==> config.mk <==
export PLATFORM = sky130hd
export DESIGN_NAME = mini_core_dmem_arb
export DESIGN_NICKNAME = d
export VERILOG_FILES = /design/src/rtl/mini_core_pkg.sv /design/src/rtl/mini_core_dmem_starve_cnt.sv /design/src/rtl/mini_core_dmem_arb.sv
export SDC_FILE = /design/constraint.sdc
export NUM_CORES = 1
export LEC_CHECK = 0
export ABC_AREA = 1
export ABC_CLOCK_PERIOD_IN_PS = 2600
export CORE_AREA = 2 2 144 146
export CTS_BUF_LIST = sky130_fd_sc_hd__clkbuf_8
export DETAILED_ROUTE_END_ITERATION = 10
export DIE_AREA = 0 0 146 148
export GPL_ROUTABILITY_DRIVEN = 0
export GPL_TIMING_DRIVEN = 0
export PLACE_DENSITY = 0.76
export SLEW_MARGIN = 20
export SYNTH_ARGS = -nofsm -noshare
export SYNTH_HDL_FRONTEND = slang
export SYNTH_SLANG_ARGS = --single-unit
==> constraint.sdc <==
create_clock -name Clock -period 2.6 [get_ports Clock]
set_input_delay 0.39 -clock Clock [delete_from_list [all_inputs] [get_ports Clock]]
set_output_delay 0.39 -clock Clock [all_outputs]
set_load 0.01 [all_outputs]
==> src/rtl/mini_core_pkg.sv <==
// rtl/mini_core_pkg.sv - shared mini_core types and flop macros
`ifndef MAFIA_RST_DFF
`define MAFIA_RST_DFF(q, d, rv, clk, rst) \
  always_ff @(posedge clk) begin \
    if (rst) q <= rv; \
    else q <= d; \
  end
`endif

`ifndef MAFIA_EN_RST_DFF
`define MAFIA_EN_RST_DFF(q, d, en, rv, clk, rst) \
  always_ff @(posedge clk) begin \
    if (rst) q <= rv; \
    else if (en) q <= d; \
  end
`endif

package mini_core_pkg;

  typedef enum logic [1:0] {
    S_IDLE,
    S_FAB_REQ,
    S_FAB_RSP,
    S_FAB_DONE
  } t_dmem_arb_state;

  typedef struct packed {
    logic        WrEn;
    logic [31:0] Addr;
    logic [31:0] WrData;
    logic [3:0]  ByteEn;
  } t_dmem_req;

endpackage

==> src/rtl/mini_core_dmem_starve_cnt.sv <==
// rtl/mini_core_dmem_starve_cnt.sv - saturating count of blocked external cycles
module mini_core_dmem_starve_cnt
  import mini_core_pkg::*;
#(
  parameter int MAX = 4
) (
  input  logic Clock,
  input  logic Rst,
  input  logic ReqValid,
  input  logic Granted,
  input  logic CountEn,
  output logic Force
);

  logic [3:0] cnt;
  logic [3:0] cntNxt;

  always_comb begin
    cntNxt = cnt;
    if (!ReqValid || Granted) begin
      cntNxt = '0;
    end else if (CountEn && (cnt != 4'(MAX))) begin
      cntNxt = cnt + 4'd1;
    end
  end

  `MAFIA_RST_DFF(cnt, cntNxt, 4'd0, Clock, Rst)

  assign Force = ReqValid && (cnt == 4'(MAX));

endmodule

==> src/rtl/mini_core_dmem_arb.sv <==
// rtl/mini_core_dmem_arb.sv - D_MEM arbiter, fabric bridge FSM and pipe back-pressure
module mini_core_dmem_arb
  import mini_core_pkg::*;
#(
  parameter logic [31:0] LOCAL_BASE      = 32'h0001_0000,
  parameter int          LOCAL_SIZE_LOG2 = 14,
  parameter int          EXT_STARVE_MAX  = 4
) (
  input  logic                       Clock,
  input  logic                       Rst,
  input  logic                       CoreRdEnQ103H,
  input  logic                       CoreWrEnQ103H,
  input  logic [31:0]                CoreAddrQ103H,
  input  logic [31:0]                CoreWrDataQ103H,
  input  logic [3:0]                 CoreByteEnQ103H,
  output logic [31:0]                CoreRdDataQ104H,
  output logic                       DMemReady,
  input  logic                       ExtReqValid,
  output logic                       ExtReqReady,
  input  logic                       ExtWrEn,
  input  logic [LOCAL_SIZE_LOG2-3:0] ExtAddr,
  input  logic [31:0]                ExtWrData,
  input  logic [3:0]                 ExtByteEn,
  output logic                       ExtRspValid,
  output logic [31:0]                ExtRspData,
  output logic                       MemEn,
  output logic                       MemWrEn,
  output logic [LOCAL_SIZE_LOG2-3:0] MemAddr,
  output logic [31:0]                MemWrData,
  output logic [3:0]                 MemByteEn,
  input  logic [31:0]                MemRdData,
  output logic                       FabReqValid,
  input  logic                       FabReqReady,
  output logic                       FabReqWrEn,
  output logic [31:0]                FabReqAddr,
  output logic [31:0]                FabReqWrData,
  output logic [3:0]                 FabReqByteEn,
  input  logic                       FabRspValid,
  input  logic [31:0]                FabRspData
);

  t_dmem_arb_state state;
  t_dmem_arb_state stateNxt;
  t_dmem_req       fabReq;
  t_dmem_req       fabReqNxt;
  logic [31:0]     rdHold;
  logic            coreRdPend;
  logic            extRdPend;

  logic coreAcc;
  logic isLocal;
  logic isIdle;
  logic extForce;
  logic coreGrant;
  logic extGrant;
  logic fabStart;
  logic fabRspTake;

  assign coreAcc    = CoreRdEnQ103H | CoreWrEnQ103H;
  assign isLocal    = CoreAddrQ103H[31:LOCAL_SIZE_LOG2] == LOCAL_BASE[31:LOCAL_SIZE_LOG2];
  assign isIdle     = state == S_IDLE;
  assign coreGrant  = !Rst && isIdle && coreAcc && isLocal && !extForce;
  // D_MEM is idle in every non-IDLE state, so the external side wins there unconditionally.
  assign extGrant   = !Rst && ExtReqValid && !coreGrant;
  assign fabStart   = isIdle && coreAcc && !isLocal;
  assign fabRspTake = (state == S_FAB_RSP) && FabRspValid;

  mini_core_dmem_starve_cnt #(
    .MAX(EXT_STARVE_MAX)
  ) u_starve_cnt (
    .Clock   (Clock),
    .Rst     (Rst),
    .ReqValid(ExtReqValid),
    .Granted (extGrant),
    .CountEn (isIdle),
    .Force   (extForce)
  );

  always_comb begin
    stateNxt = state;
    case (state)
      S_IDLE:     if (fabStart) stateNxt = S_FAB_REQ;
      S_FAB_REQ:  if (FabReqReady) stateNxt = fabReq.WrEn ? S_IDLE : S_FAB_RSP;
      S_FAB_RSP:  if (FabRspValid) stateNxt = S_FAB_DONE;
      S_FAB_DONE: stateNxt = S_IDLE;
      default:    stateNxt = S_IDLE;
    endcase
  end

  assign fabReqNxt = '{WrEn: CoreWrEnQ103H, Addr: CoreAddrQ103H,
                       WrData: CoreWrDataQ103H, ByteEn: CoreByteEnQ103H};

  `MAFIA_RST_DFF(state, stateNxt, S_IDLE, Clock, Rst)
  `MAFIA_EN_RST_DFF(fabReq, fabReqNxt, fabStart, '0, Clock, Rst)
  `MAFIA_RST_DFF(coreRdPend, coreGrant && CoreRdEnQ103H, 1'b0, Clock, Rst)
  `MAFIA_RST_DFF(extRdPend, extGrant && !ExtWrEn, 1'b0, Clock, Rst)
  // Only loads that actually completed touch the hold register, so a stolen cycle leaves Q104H intact.
  `MAFIA_EN_RST_DFF(rdHold, coreRdPend ? MemRdData : FabRspData, coreRdPend || fabRspTake, 32'd0, Clock, Rst)

  always_comb begin
    DMemReady = 1'b1;
    if (!Rst) begin
      case (state)
        S_IDLE:    DMemReady = !coreAcc || (isLocal && !extForce);
        S_FAB_REQ: DMemReady = FabReqReady && fabReq.WrEn;
        S_FAB_RSP: DMemReady = 1'b0;
        default:   DMemReady = 1'b1;
      endcase
    end
  end

  assign MemEn     = coreGrant || extGrant;
  assign MemWrEn   = coreGrant ? CoreWrEnQ103H : (extGrant && ExtWrEn);
  assign MemAddr   = coreGrant ? CoreAddrQ103H[LOCAL_SIZE_LOG2-1:2] : ExtAddr;
  assign MemWrData = coreGrant ? CoreWrDataQ103H : ExtWrData;
  assign MemByteEn = coreGrant ? CoreByteEnQ103H : ExtByteEn;

  assign ExtReqReady     = extGrant;
  assign ExtRspValid     = extRdPend && !Rst;
  assign ExtRspData      = ExtRspValid ? MemRdData : 32'd0;
  assign CoreRdDataQ104H = Rst ? 32'd0 : (coreRdPend ? MemRdData : rdHold);

  assign FabReqValid  = !Rst && (state == S_FAB_REQ);
  assign FabReqWrEn   = fabReq.WrEn;
  assign FabReqAddr   = fabReq.Addr;
  assign FabReqWrData = fabReq.WrData;
  assign FabReqByteEn = fabReq.ByteEn;

  assert property (@(posedge Clock) disable iff (Rst) !(CoreRdEnQ103H && CoreWrEnQ103H));

endmodule

# Word level (Yosys, flattened, before mapping)

Index checks and enable logic that the tools add are counted.

Bits in registers: 109
Logic and storage cells: 67
Input bits: 188

Muxes and demuxes: 15
Add/subtract/negate cells: 1
Bitwise operators: 1
Equal/unequal tests: 9
Reductions and logical operators: 32

Operator list:

| cell                  | count |
|---|---|
| $mux W32              | 5 |
| $eq A18 B3 Y1 const B | 1 |
| $logic_and A1 B1 Y1   | 18 |
| $mux W12              | 1 |
| $mux W2               | 4 |
| $pmux W2 S4           | 1 |
| $logic_not A1 Y1      | 7 |
| $add A4 B1 Y4 const B | 1 |
| $eq A2 B2 Y1 const B  | 2 |
| $eq A4 B3 Y1 const B  | 1 |
| $logic_or A1 B1 Y1    | 4 |
| $mux W4               | 1 |
| $ne A2 B2 Y1 const B  | 2 |
| $ne A4 B3 Y1 const B  | 1 |
| $pmux W1 S3           | 1 |
| $reduce_and A3 Y1     | 1 |
| $eq A2 B1 Y1 const B  | 1 |
| $logic_not A2 Y1      | 1 |
| $mux W1               | 2 |
| $ne A2 B1 Y1 const B  | 1 |
| $reduce_or A2 Y1      | 1 |
| $or A1 B1 Y1          | 1 |

# Longest topological paths before layout

Word-level depth: 9
Depth in mapped cells: 11

# Modules after synthesis

Synthesis repeated with hierarchy kept, for this count alone.

Cells, all modules: 985
Area, all modules: 6287.3 um2

By module, submodules not included:

| module                    | cells an instance | area each (um2) | seq. area each (um2) | times used |
|---|---|---|---|---|
| mini_core_dmem_arb        | 948               | 6039.5          | 2102.0               | 1 |
| mini_core_dmem_starve_cnt | 37                | 247.7           | 80.1                 | 1 |

# Worst setup path before layout

Ideal clock, no wire load.

Path kind: reg2out
Start: register u_starve_cnt.cnt[0]
End: output MemByteEn[0]
Cell stages (with the launch flop): 9
Setup slack: 0.732 ns
Arrival: 1.478 ns
Buffers on the path: 2
Path through: dfxtp_1 inv_1 ha_1 nand4_1 nand3_1 buf_2 buf_4 nand2_1 nand2_1

Longest elaborated chain between the ends: 5

Ends and longest elaborated chain:

| what                | line                            | RTL |
|---|---|---|
| start: declaration  | mini_core_dmem_starve_cnt.sv:15 | `logic [3:0] cnt;` |
| $eq A4 B3 Y1        | mini_core_dmem_starve_cnt.sv:29 | `assign Force = ReqValid && (cnt == 4'(MAX));` |
| $logic_and A1 B1 Y1 | mini_core_dmem_starve_cnt.sv:29 |  |
| $logic_not A1 Y1    | mini_core_dmem_arb.sv:62        | `assign coreGrant = !Rst && isIdle && coreAcc && isLocal && !extForce;` |
| $logic_and A1 B1 Y1 | mini_core_dmem_arb.sv:62        |  |
| $mux W4             | mini_core_dmem_arb.sv:116       | `assign MemByteEn = coreGrant ? CoreByteEnQ103H : ExtByteEn;` |
| end: declaration    | mini_core_dmem_arb.sv:30        | `output logic [3:0] MemByteEn,` |

No other way between the ends.

# Worst setup path in the final report

Start: input CoreAddrQ103H[28]
End: output MemWrEn

Longest elaborated chain between the ends: 7

Ends and longest elaborated chain:

| what                                | line                      | RTL |
|---|---|---|
| start: declaration                  | mini_core_dmem_arb.sv:13  | `input logic [31:0] CoreAddrQ103H,` |
| $eq A18 B3 Y1 *                     | mini_core_dmem_arb.sv:60  | `assign isLocal = CoreAddrQ103H[31:LOCAL_SIZE_LOG2] == LOCAL_BASE[31:LOCAL_SIZE_LOG2];` |
| $logic_and A1 B1 Y1 * (2 in series) | mini_core_dmem_arb.sv:62  |  |
| $logic_not A1 Y1                    | mini_core_dmem_arb.sv:64  | `assign extGrant = !Rst && ExtReqValid && !coreGrant;` |
| $logic_and A1 B1 Y1                 | mini_core_dmem_arb.sv:64  |  |
| $logic_and A1 B1 Y1                 | mini_core_dmem_arb.sv:113 | `assign MemWrEn = coreGrant ? CoreWrEnQ103H : (extGrant && ExtWrEn);` |
| $mux W1 *                           | mini_core_dmem_arb.sv:113 |  |
| end: declaration                    | mini_core_dmem_arb.sv:27  | `output logic MemWrEn,` |

Mark *: on every way between the ends. The rest lies on a longest branch, timed or not.

==> results_dict.tcl <==
set metrics [dict create \
    outcome "completed" \
    postSynthAreaPerCell_um2 6.336 \
    leading_post_synthesis_cells_by_instance_count "288 x sky130_fd_sc_hd__nand2_1, 132 x sky130_fd_sc_hd__nor2_1, 109 x sky130_fd_sc_hd__dfxtp_1" \
    synthesis.nets 1165 \
    postSynth.asyncResetShare_pct 0 \
    port_buffers 374 \
    worstPathMaxFanout 10 \
    max_freq_ghz 0.3981 \
    adder_cell_area_share_of_the_yosys_netlist_pct 0.4051 \
    core_um2 20040 \
    cts_buffer_depth 2 \
    final.setup_skew_ps 18.23 \
    worstReg2RegStart "state[0]" \
    hold_path_class "in -> reg" \
    drv_cap 0 \
    drc 0 \
    report.final.slew_viol_count 0 \
    cts_tree "built" \
    power_mw 5.138 \
    required_time_of_the_critical_path_ps 2210 \
    clk-insertion-delay-late_ps 390 \
    setup-violations-final 0 \
    routed_wire_length_per_instance_um 17.69 \
    synth_top_cell_by_area "sky130_fd_sc_hd__dfxtp_1" \
    global_route.usage.met3_pct 7.562 \
    grt.met2_usage_pct 46.37 \
    finalNetCount 1571 \
    synth_compound_area_share_pct 11.79 \
    worst_setup_path_start_kind "primary input" \
    yosysMostFrequentCell "sky130_fd_sc_hd__nand2_1" \
    cts-root-buf "sky130_fd_sc_hd__clkbuf_8" \
    synth.ff_latch_count 109 \
    grt_max_degree 20 \
    route.final.wire_length_um 29290 \
    power_density_nw_per_um2 483.5 \
    grt_use_total_pct 25.93 \
    yosysWarningCount 0 \
    critical_path.startpoint "CoreAddrQ103H[28]" \
    end_kind "primary output" \
    top_cell_type_s_share_of_synthesized_area_pct 35.33 \
    synthesis.instances 975 \
    netlist_top_cells_area "sky130_fd_sc_hd__dfxtp_1 35%, sky130_fd_sc_hd__nand2_1 18%, sky130_fd_sc_hd__a21oi_1 8.2%" \
    finalSetupTns_ps 0 \
    first_pass_iters 5 \
    cp.arrival_ps 2120 \
    num_vias 8198 \
    dpl.hpwl_um 22750 \
    p_leak_nw 4.501 \
    timing.critical_path.to "MemWrEn" \
    global_route.peak_usage_layer "met2" \
    synth_top_family_by_area "simple AND/OR/NAND/NOR gates" \
    top_flip_flop_cell_by_instance_count_after_synthesis "sky130_fd_sc_hd__dfxtp_1" \
    max_slew_margin_pct 54.54 \
    worst_slew_pin_slew_ps 681.9 \
    edff_count_synth 0 \
    report.final.hold_viol_count 0 \
    initial_core_util_pct 30.83 \
    floorplan.rows 52 \
    r2r-end "rdHold[21]" \
    global_route_wire_length_before_repair_um 44210 \
    ff2ff_setup_slack_ps 890 \
    netlist-cell-type-count 22 \
    layout_worst_path_cycle_share_pct 96.60 \
    grt_remaining_overflow 0 \
    holdPathStages 5 \
    antenna-diode-count 0 \
    clkSlewWorstSetupHoldPaths_ps 110 \
    ir_drop_mv 0.2678 \
    timing.final.crit_period_ps 2512 \
    gr_util_met1_pct 29.94 \
    syn_to_layout_area_delta_pct 72.03 \
    synth_xor_xnor_area_share_pct 0.4254 \
    synth.area.mux_share_pct 0 \
    routed_via_density 4.950 \
    synth_sequential_area_ratio_pct 35.33 \
    grt_antenna_before_repair 0 \
    antenna_violating_nets_post_route 0 \
    ff2ff_path_depth 7 \
    die_height_um 148 \
    htree_num_levels 3 \
    fillerInstances 2042 \
    dieArea_um2 21610 \
    simple_gate_share_of_the_synthesized_area_pct 43.12 \
    drt_iter0_markers 510 \
    die_w_um 146 \
    first_global_vias 7969 \
    cts_inserted_buffers 9 \
    layout_cells_sized_above_1_pct 10.53 \
    design.portCount 375 \
    synth_area_um2 6177 \
    clock_sink_count 109 \
    critical_path_class "in -> out" \
]
-- worst min path at each step --
stage,to,slack (ps),start
floorplan,extRdPend,460,ExtWrEn
global placement,FabReqAddr[8],460,FabReqAddr[8]
detailed placement,FabReqWrData[18],470,FabReqWrData[18]
CTS,FabReqAddr[20],450,CoreAddrQ103H[20]
global route,FabReqAddr[21],480,CoreAddrQ103H[21]
finish,FabReqAddr[16],480,CoreAddrQ103H[16]
-- worst max-delay path, stage by stage --
cell and delay [ps]:
sky130_fd_sc_hd__dlygate4sd2_1 260, sky130_fd_sc_hd__nor2_2 140, sky130_fd_sc_hd__nand2_1 70, sky130_fd_sc_hd__nor2_1 100
sky130_fd_sc_hd__nand2_1 100, sky130_fd_sc_hd__nor2_4 160, sky130_fd_sc_hd__buf_4 140, sky130_fd_sc_hd__buf_6 80
sky130_fd_sc_hd__buf_6 130, sky130_fd_sc_hd__nand4_1 190, sky130_fd_sc_hd__nand2_1 130, sky130_fd_sc_hd__clkdlybuf4s15_2 240
-- layout make-up --
class | count | area [um^2] | share of cell area (%)
Buffer | 83 | 470.5 | 4.427
Sequential cell | 109 | 2187 | 20.58
Multi-Input combinational cell | 729 | 3480 | 32.74
Inverter | 52 | 197.7 | 1.860
Timing Repair Buffer | 397 | 3775 | 35.52
Clock buffer | 9 | 123.9 | 1.166
Clock inverter | 7 | 55.05 | 0.5181
Tap cell | 270 | 337.8 | 3.179
-- registers in the layout (all words and copies together), names as in the netlist, named ones only --
signal and flops:
u_starve_cnt.cnt 4, FabReqByteEn 4, FabReqWrEn 1, coreRdPend 1, FabReqAddr 32, FabReqWrData 32
rdHold 32, state 1, extRdPend 1
-- layer usage --
layer	wire, um	part of all wire, %	vias up
li1	-	-	4020
met1	11530	39	3776
met2	14520	50	363
met3	2623	9.0	39
met4	616	2.1	0
met5	0	0	-
-- power by group --
part | internal [mW] | switching (mW)
Clock | 0.364 | 0.679
Sequential | 1.91 | 0.136
Combinational | 1.04 | 1.01
Total | 3.31 | 1.83
-- placed cells by master, fill, tap and decap left out, types with 2 or more instances in the layout --
master / count
sky130_fd_sc_hd__buf_4: 18
sky130_fd_sc_hd__o21ai_0: 3
sky130_fd_sc_hd__inv_1: 49
sky130_fd_sc_hd__clkdlybuf4s15_1: 6
sky130_fd_sc_hd__clkbuf_2: 36
sky130_fd_sc_hd__buf_2: 38
sky130_fd_sc_hd__inv_2: 2
sky130_fd_sc_hd__buf_1: 7
sky130_fd_sc_hd__nor2_2: 4
sky130_fd_sc_hd__clkbuf_1: 19
sky130_fd_sc_hd__a31oi_1: 32
sky130_fd_sc_hd__nor2_1: 128
sky130_fd_sc_hd__dlygate4sd2_1: 31
sky130_fd_sc_hd__buf_6: 8
sky130_fd_sc_hd__clkdlybuf4s50_1: 304
sky130_fd_sc_hd__buf_12: 2
sky130_fd_sc_hd__nand2_1: 288
sky130_fd_sc_hd__nand3b_1: 66
sky130_fd_sc_hd__clkbuf_4: 2
sky130_fd_sc_hd__clkbuf_8: 16
sky130_fd_sc_hd__dfxtp_1: 105
sky130_fd_sc_hd__a21oi_1: 100
sky130_fd_sc_hd__xor2_1: 3
sky130_fd_sc_hd__nand3_1: 42
sky130_fd_sc_hd__dfxtp_2: 4
sky130_fd_sc_hd__nor2_4: 3
sky130_fd_sc_hd__ha_1: 2
sky130_fd_sc_hd__inv_6: 3
sky130_fd_sc_hd__clkinv_2: 2
sky130_fd_sc_hd__nand4_1: 53
-- logic make-up (layout without fill, tap and decap cells) --
kind of cell    Yosys count  after routing
flops                   109            109
compound gates          137            137
xor+xnor                  3              3
buf+inv                 137            548
fa+ha+maj                 2              2
simple gates            587            587
-- metrics by stage --
step / utilization, % / setup WS [ps] / hold slack, ps / area [um^2] / cells
after global routing: 53.03 / -3.299 / 480.5 / 10630 / 1656
after floorplan: - / 732.4 / 462.4 / 6177 / 975
final: 53.03 / 88.30 / 484.8 / 10630 / 1656
after global placement: 51.19 / -977.3 / 462.7 / 10260 / 1619
after CTS: 53.17 / 3.894 / 454.8 / 10650 / 1654
after detailed placement: 51.19 / -891.6 / 469.7 / 10260 / 1619
-- timing repair --
item | in CTS | in global routing
pin swaps | 11 | 5
gates resized for setup | 191 | 49
endpoints found under the setup margin | 115 | 69
hold endpoints to repair | 0 | 0
gates cloned | 2 | 0
hold buffers | 0 | 0
buffers inserted | 20 | 2
(Power assumes the default switching activity.)
